## config.mk

```make
export PLATFORM = sky130hd
export DESIGN_NAME = fetch_ctrl
export DESIGN_NICKNAME = d
export VERILOG_FILES = /design/src/rtl/fetch_ctrl.sv
export SDC_FILE = /design/constraint.sdc
export NUM_CORES = 1
export LEC_CHECK = 0
export ABC_AREA = 1
export BUFFER_PORTS_ARGS = -buffer_cell sky130_fd_sc_hd__buf_4
export CAP_MARGIN = 25
export CORE_ASPECT_RATIO = 2
export CORE_UTILIZATION = 33
export CTS_CLUSTER_SIZE = 12
export DETAILED_ROUTE_END_ITERATION = 7
export SYNTH_ARGS = -nofsm -noshare
export SYNTH_HDL_FRONTEND = slang
export SYNTH_SLANG_ARGS = --single-unit
```

## constraint.sdc

```tcl
create_clock -name clk -period 1.9 [get_ports clk]
set_clock_uncertainty 0.1 [all_clocks]
set_input_delay 0.285 -clock clk [delete_from_list [all_inputs] [get_ports clk]]
set_output_delay 0.285 -clock clk [all_outputs]
set_load 0.05 [all_outputs]
```

## src/rtl/fetch_ctrl.sv

```systemverilog
// Instruction-fetch sequencer: owns the fetch PC, issues one IM request at a
// time, and presents fetched instructions (or misaligned-fetch faults) to
// decode while honouring stalls, branch redirects and exception redirects.
module fetch_ctrl #(
  parameter logic [31:0] PC_INIT   = 32'h0000_3000,
  parameter logic [31:0] EXC_ENTRY = 32'h0000_4180
) (
  input  logic        clk,
  input  logic        reset,
  input  logic        stall,
  input  logic        redirect_valid,
  input  logic [31:0] redirect_target,
  input  logic        exc_valid,
  output logic        im_req,
  output logic [31:0] im_addr,
  input  logic        im_gnt,
  input  logic        im_rvalid,
  input  logic [31:0] im_rdata,
  output logic        if_valid,
  output logic [31:0] if_pc,
  output logic [31:0] if_instr,
  output logic        if_exc
);

  localparam int unsigned XLEN    = 32;
  localparam logic [XLEN-1:0] PC_STEP = XLEN'(4);

  // REQ: requesting (or presenting a fault), WAIT: request granted and
  // awaiting response, HOLD: response captured while decode is stalled.
  typedef enum logic [1:0] {
    ST_REQ  = 2'd0,
    ST_WAIT = 2'd1,
    ST_HOLD = 2'd2
  } state_t;

  state_t            state_q, state_d;
  logic [XLEN-1:0]   pc_q, pc_d;
  logic              drop_q, drop_d;
  logic [XLEN-1:0]   hold_pc_q, hold_pc_d;
  logic [XLEN-1:0]   hold_instr_q, hold_instr_d;
  logic              fault_done_q, fault_done_d;

  logic              redir_take;
  logic [XLEN-1:0]   redir_pc;
  logic              pc_misaligned;
  logic [XLEN-1:0]   pc_inc;
  logic [XLEN-1:0]   hold_inc;
  logic              gnt_take;

  // Redirect resolution and PC arithmetic shared by both comb processes.
  always_comb begin
    redir_take    = exc_valid | redirect_valid;
    redir_pc      = exc_valid ? EXC_ENTRY : redirect_target;
    pc_misaligned = |pc_q[1:0];
    pc_inc        = pc_q + PC_STEP;
    hold_inc      = hold_pc_q + PC_STEP;
    gnt_take      = (state_q == ST_REQ) && !pc_misaligned && im_gnt;
  end

  // State register with synchronous active-low reset.
  always_ff @(posedge clk) begin
    if (!reset) begin
      state_q      <= ST_REQ;
      pc_q         <= PC_INIT;
      drop_q       <= 1'b0;
      hold_pc_q    <= '0;
      hold_instr_q <= '0;
      fault_done_q <= 1'b0;
    end else begin
      state_q      <= state_d;
      pc_q         <= pc_d;
      drop_q       <= drop_d;
      hold_pc_q    <= hold_pc_d;
      hold_instr_q <= hold_instr_d;
      fault_done_q <= fault_done_d;
    end
  end

  // Next-state logic: redirects win over every sequential transition.
  always_comb begin
    state_d      = state_q;
    pc_d         = pc_q;
    drop_d       = drop_q;
    hold_pc_d    = hold_pc_q;
    hold_instr_d = hold_instr_q;
    fault_done_d = fault_done_q;

    case (state_q)
      ST_REQ: begin
        if (redir_take) begin
          pc_d         = redir_pc;
          fault_done_d = 1'b0;
          if (gnt_take) begin
            // Request already accepted at the old PC; its response is stale.
            drop_d  = 1'b1;
            state_d = ST_WAIT;
          end
        end else if (pc_misaligned) begin
          // Fault slot is consumed once; afterwards idle until redirected.
          if (!fault_done_q && !stall) begin
            fault_done_d = 1'b1;
          end
        end else if (gnt_take) begin
          drop_d  = 1'b0;
          state_d = ST_WAIT;
        end
      end

      ST_WAIT: begin
        if (redir_take) begin
          pc_d         = redir_pc;
          fault_done_d = 1'b0;
          if (im_rvalid) begin
            drop_d  = 1'b0;
            state_d = ST_REQ;
          end else begin
            drop_d  = 1'b1;
          end
        end else if (im_rvalid) begin
          if (drop_q) begin
            drop_d  = 1'b0;
            state_d = ST_REQ;
          end else if (stall) begin
            hold_pc_d    = pc_q;
            hold_instr_d = im_rdata;
            state_d      = ST_HOLD;
          end else begin
            pc_d    = pc_inc;
            state_d = ST_REQ;
          end
        end
      end

      ST_HOLD: begin
        if (redir_take) begin
          pc_d         = redir_pc;
          fault_done_d = 1'b0;
          state_d      = ST_REQ;
        end else if (!stall) begin
          pc_d    = hold_inc;
          state_d = ST_REQ;
        end
      end

      default: begin
        state_d = ST_REQ;
      end
    endcase
  end

  // Output decode; presentation is killed in any cycle a redirect arrives.
  always_comb begin
    im_req   = 1'b0;
    im_addr  = pc_q;
    if_valid = 1'b0;
    if_pc    = '0;
    if_instr = '0;
    if_exc   = 1'b0;

    if (!reset) begin
      im_addr = PC_INIT;
    end else begin
      case (state_q)
        ST_REQ: begin
          im_req = !pc_misaligned;
          if (pc_misaligned && !fault_done_q && !redir_take) begin
            if_valid = 1'b1;
            if_exc   = 1'b1;
            if_pc    = pc_q;
          end
        end

        ST_WAIT: begin
          if (im_rvalid && !drop_q && !redir_take) begin
            if_valid = 1'b1;
            if_pc    = pc_q;
            if_instr = im_rdata;
          end
        end

        ST_HOLD: begin
          if (!redir_take) begin
            if_valid = 1'b1;
            if_pc    = hold_pc_q;
            if_instr = hold_instr_q;
          end
        end

        default: begin
          im_req = 1'b0;
        end
      endcase
    end
  end

endmodule

```

==> reports/metrics.csv, run 1 <==
metric;value;unit
status;finished with violations;
violations;negative setup slack;
yosysSeqAreaShare;28.34;%
io_buffers;169;
crit_required;1.51;ns
hold_viol;0;
r2r-end;pc_q[16];
cp_max_fo;12;
slew_headroom;70.11;%
layout.nets;1603;
synthArstFlopShare;0;%
grt_busiest_layer;met2;
mostFrequentLayoutCell;nand2_1;
diodes;0;
antenna_found_initial;0;
start_kind;flop;
die_w;105.5;um
rsz0062_at_grt;true;
use_met3;4.148;%
ant_nets;0;
yosysUniqueCellTypes;35;
cts_root_buf;clkbuf_16;
synth_cells;1198;
n_fill_cell;2116;
layout_common_cells;nand2_1 (311), buf_4 (278), nor2_1 (154);
syn_to_final_growth;66.91;%
use_met2;58.58;%
max_cap_violations;0;
drt-pass1-iter-count;5;
grt_start_max_net_pins;47;
powerDensity;958.3;nW/um2
gr-usage-all-layers;31.05;%
startpoint;state_q[1];
hp-class;in -> reg;
cts-hold-fix-buffers;0;
start_util;33.61;%
setup_viol;99;
leakagePower;4.970;nW
criticalPathCategory;reg -> out;
pre_cts_ws;-0.3290;ns
cts_inserted_buffers;9;
htree_levels;3;
gp_congestion;0.9748;
syn_nets;1277;
ys_ff_latch;100;
setup_ws;-0.5276;ns
total_power;11.30;mW
hold_start;im_rdata[25];
yosys_warnings;0;
multi_input_area;5341;um2
syn-cell-area;7064;um2
drive_above_1_share;38.46;%
cts_tree;yes;
holdWs;0.05300;ns
worst_hold_path.endpoint;hold_instr_q[25];
met1_usage;27.27;%
rr_startpoint;state_q[1];
grt_pass1_wl;50.65;mm
fp.dieH;208.9;um
r2r_cells;13;
clk_path_buf_depth;2;
rrSetupSlack;-0.30;ns
num_vias;9267;
grt-ovfl-total;0;
viasPerCell;5.154;
route.detailed.drc;0;
ir_worst_vdd;0.5502;mV
clock_latency;0.37;ns
crit_path_end_kind;primary output;
period_share;127.8;%
dp_hpwl;26.29;mm
fmax;0.4119;GHz
finalMaxSlewViolations;0;
crit_arrival;2.04;ns
core_area;21020;um2
hold_depth;3;
worst_slew_pin_slew;0.4436;ns
utilization;56.10;%
drt_iter0_markers;459;
die-area;22030;um2
postSynthAreaPerCell;5.897;um2
io_pins;170;
synth_edf_count;0;
clk_pin_slew;0.07;ns
totalWireLength;33.78;mm
clock-sinks;100;
routedWlPerCell;18.79;um
fp-row-count;75;
fin_setup_tns;-32.35;ns
grt_pass1_vias;9275;
layout.area.seq;2009;um2
post-route-min-period;2.428;ns
ys.flop_type;dfxtp_1;
==> how the worst max path moves through the flow <==
stage                      to
floorplan           if_pc[10]
global placement     pc_q[16]
detailed placement   pc_q[16]
CTS                 if_pc[21]
global route        if_pc[21]
finish              if_pc[21]
==> worst max-delay path: stages, from the launching register on <==
cell,delay [ns]
dfxtp_2,0.36
inv_2,0.06
ha_4,0.17
nand2_4,0.08
nor2_4,0.04
inv_2,0.08
nor2_4,0.05
nor2_4,0.17
inv_6,0.09
buf_16,0.16
a22oi_2,0.20
nor2_4,0.06
buf_6,0.15
==> routing by layer <==
metal,part of all wire [%],routed length (um),up-vias
met5,0,0,-
met1,32,10840,4292
met4,10,3506,0
met2,54,18230,309
li1,-,-,4535
met3,3.6,1214,131
==> report_power, final <==
group / internal (mW) / switching [mW] / leakage [nW] / total, mW
clock network: 1.01 / 0.902 / 0.149 / 1.91
registers: 2.47 / 0.512 / 0.816 / 2.98
logic: 2.52 / 3.89 / 4.00 / 6.41
==> per-stage QoR <==
stage | std cells | cell area (um2)
after floorplan | 1198 | 7990
after global placement | 1761 | 10740
after detailed placement | 1761 | 10740
after CTS | 1793 | 11660
after global routing | 1798 | 11790
final | 1798 | 11790
==> sequential cells by signal, summed over array words and instances, names as in the netlist <==
register and flops:
pc_q 32, drop_q 1, fault_done_q 1, hold_pc_q 32
hold_instr_q 32, state_q 2
==> cell usage after synthesis (all sizes together) (5+ instances only) <==
master	number	area, um2
a21oi	104	520.5
a22oi	64	480.5
buf	34	210.2
clkbuf	24	91.33
dfxtp	100	2002
ha	8	100.1
inv	120	450.4
nand2	322	1229
nand3	72	360.4
nand4	5	31.28
nor2	236	962.2
nor3	5	25.02
o21ai	70	350.3
xor2	5	43.79
==> final cells by class <==
cell class | count | share of cell area (%)
multi-input combinational | 921 | 45.30
timing repair buffer | 371 | 28.18
sequential | 100 | 17.04
inverter | 120 | 4.032
tap | 269 | 2.854
clock buffer | 12 | 2.260
clock inverter | 4 | 0.2653
timing repair inverter | 1 | 0.06367
==> what timing repair did <==
| action | 4_1_cts | 5_1_grt |
|---|---|---|
| buffers inserted | 12 | 5 |
| pin swaps | 38 | 5 |
| setup endpoints to repair | 100 | 102 |
| gates resized for setup | 126 | 22 |
| cloned | 4 | 1 |
==> cells by family after synthesis <==
| kind of cell | count (synthesis) | synth area share, % |
|---|---|---|
| fa+ha+maj | 8 | 1.417 |
| simple gates | 649 | 37.76 |
| xor+xnor | 8 | 0.9919 |
| flops | 100 | 28.34 |
| compound gates | 255 | 20.85 |
| buf+inv | 178 | 10.64 |
Power figures use the tool's default switching activity.
==> inputs of run 2 (changes only) <==
--- a/config.mk
+++ b/config.mk
@@ -8,10 +8,14 @@
 export ABC_AREA = 1
 export BUFFER_PORTS_ARGS = -buffer_cell sky130_fd_sc_hd__buf_4
 export CAP_MARGIN = 25
+export CELL_PAD_IN_SITES_DETAIL_PLACEMENT = 1
+export CELL_PAD_IN_SITES_GLOBAL_PLACEMENT = 2
 export CORE_ASPECT_RATIO = 2
-export CORE_UTILIZATION = 33
+export CORE_UTILIZATION = 25
 export CTS_CLUSTER_SIZE = 12
 export DETAILED_ROUTE_END_ITERATION = 7
+export PLACE_DENSITY_LB_ADDON = 0.1
+export REMOVE_ABC_BUFFERS = 1
 export SYNTH_ARGS = -nofsm -noshare
 export SYNTH_HDL_FRONTEND = slang
 export SYNTH_SLANG_ARGS = --single-unit
==> run 2 against run 1 <==
  * The run still ends with negative setup slack left
  * Largest cell class unchanged
  * Core utilization down 12 points
  * Register-to-register slack worse by 0.19 ns
  * Non-clock buffer count grew 41
==> reports/metrics.csv, run 2 (synthesized netlist as in run 1, its figures left out) <==
metric;value;unit;change
antenna_found_initial;0;;unchanged
grt_start_max_net_pins;52;;+11%
start_util;25.55;%;-8.1 points
drive_above_1_share;38.62;%;+0.17 points
slew_headroom;74.62;%;+4.5 points
place_inst;1869;;+6.1%
power_frac_seq;25.2;%;-1.2 points
clock-sinks;100;;unchanged
ant_nets;0;;unchanged
fp-row-count;86;;+15%
routedWlPerCell;21.09;um;+12%
htree_levels;3;;unchanged
die-area;28970;um2;+32%
leakagePower;5.288;nW;+6.4%
drt_iter0_markers;382;;-17%
post-route-min-period;2.548;ns;+0.1207 ns
cts_inserted_buffers;9;;unchanged
combPwrFrac;57.0;%;+0.3 points
p_sw_share;45.83;%;-1.1 points
io_buffers;169;;unchanged
drt-pass1-iter-count;5;;unchanged
violations;negative setup slack;;
syn_to_final_growth;72.79;%;
fin_setup_tns;-49.55;ns;-17.20 ns
setup_viol;100;;+1.0%
utilization;44.14;%;-12 points
total_power;11.63;mW;+2.9%
num_vias;9551;;+3.1%
status;finished with violations;;
rsz0062_at_grt;true;;
gp_congestion;0.9058;;-7.1%
mostFrequentLayoutCell;nand2_1;;
criticalPathCategory;reg -> out;;
final-instance-count-excl-fill;1921;;+6.8%
largestRegisters;hold_instr_q: 32 flops, hold_pc_q: 32 flops, pc_q: 32 flops;;
grt-ovfl-total;0;;unchanged
start_kind;flop;;
ir_worst_vdd;0.6638;mV;+21%
grt_pass1_wl;57.65;mm;+14%
fp.dieH;239.7;um;+15%
diodes;0;;unchanged
max_cap_violations;0;;unchanged
crit_arrival;2.16;ns;+0.12 ns
finalMaxSlewViolations;0;;unchanged
crit_path_end_kind;primary output;;
totalWireLength;40.52;mm;+20%
clk_path_buf_depth;2;;unchanged
route.detailed.drc;0;;unchanged
die_w;120.9;um;+15%
gr-usage-all-layers;27.22;%;-3.8 points
p_switching;5.331;mW;+0.47%
p_int;6.301;mW;+5.1%
hold_viol;0;;unchanged
clock_latency;0.39;ns;+0.02 ns
layout_common_cells;nand2_1 (311), buf_4 (292), nor2_1 (188);;
hp-class;in -> reg;;
core_area;27650;um2;+32%
cts_tree;yes;;
cp_max_fo;6;;-6
n_fill_cell;3498;;+65%
layout.nets;1643;;+2.5%
fmax;0.3924;GHz;-4.7%
dp_hpwl;29.02;mm;+10%
worst_slew_pin_slew;0.3792;ns;-0.06438 ns
p_clk_share;17.7;%;+0.8 points
cts-hold-fix-buffers;0;;unchanged
powerDensity;952.9;nW/um2;-0.57%
viasPerCell;4.972;;-3.5%
setup_ws;-0.6483;ns;-0.1207 ns
io_pins;170;;unchanged
period_share;134.1;%;+6.4 points
crit_required;1.51;ns;about the same
clk_pin_slew;0.08;ns;about the same
grt_pass1_vias;9982;;+7.6%
cts_root_buf;clkbuf_16;;
==> run 2: cell types whose count changed in the layout (fill, tap and decap cells not counted), moves of 8 or more <==
| cell | previous run | this run |
|---|---|---|
| a21oi_1 | 91 | 77 |
| a21oi_2 | 7 | 24 |
| buf_12 | 10 | 22 |
| buf_4 | 278 | 292 |
| buf_6 | 72 | 80 |
| nor2_1 | 154 | 188 |
| nor2_2 | 8 | 34 |
| nor2_4 | 73 | 13 |
| o21ai_0 | 64 | 56 |
==> run 2: worst max-delay path: stages, from the launching register on <==
cell and delay (ns):
dfxtp_2 0.34, inv_4 0.07, ha_4 0.15, nand2_4 0.06, nor2_4 0.14, inv_2 0.07, nor2_4 0.16, nor2_4 0.08
inv_8 0.13, clkbuf_16 0.20, a22oi_2 0.05, nor2_1 0.14, buf_6 0.17
==> run 2: stage by stage <==
stage,area [um2],hold slack (ns),setup WS [ns]
floorplan,6763,0.3199,-1.413
global placement,10230,0.3492,-0.2287
detailed placement,10230,0.3585,-0.2856
CTS,11630,0.02791,-0.5886
global route,12210,0.03874,-0.7346
finish,12210,0.04504,-0.6483
==> run 2: final timing paths <==
check                                   endpoint        startpoint  slack [ns]  cells after the start
worst min register to register  hold_instr_q[22]  hold_instr_q[22]        0.38                      2
worst max-delay path                   if_pc[29]        state_q[1]       -0.65                     12
worst max register to register          pc_q[18]        state_q[0]       -0.49                     17
worst min-delay path             hold_instr_q[3]       im_rdata[3]        0.05                      3
==> run 2: metal layers <==
| metal | up-vias | part of all wire [%] | wire length, um | global-route usage, % |
|---|---|---|---|---|
| met5 | - | 0 | 0 | 0 |
| li1 | 4609 | - | - | - |
| met2 | 216 | 57 | 23060 | 54.46 |
| met4 | 0 | 5.6 | 2265 | 15.19 |
| met1 | 4639 | 34 | 13790 | 25.05 |
| met3 | 87 | 3.5 | 1405 | 4.619 |
==> run 2: final cells by class <==
class	instances	area, um2	share of cell area (%)
multi-input combinational	920	4990	40.88
timing repair buffer	412	3966	32.49
sequential	100	2004	16.42
inverter	120	484.2	3.967
tap	352	440.4	3.608
clock buffer	9	225.2	1.845
clock inverter	7	80.08	0.6560
timing repair inverter	1	16.27	0.1333
==> run 2: power groups by stage <==
stage          Clock, mW  Combinational [mW]  Sequential [mW]
2_1_floorplan          0                2.44             2.87
3_3_place_gp           0                5.34             2.95
3_5_place_dp           0                5.40             2.95
4_1_cts             2.12                6.06             2.92
5_1_grt             2.20                7.05             2.97
6_report            2.06                6.64             2.93
==> run 2: what timing repair did <==
action | 4_1_cts | 5_1_grt
pin swaps | 46 | 80
endpoints found under the setup margin | 101 | 116
gates cloned | 12 | 5
resized for setup | 172 | 135
buffers inserted | 14 | 13
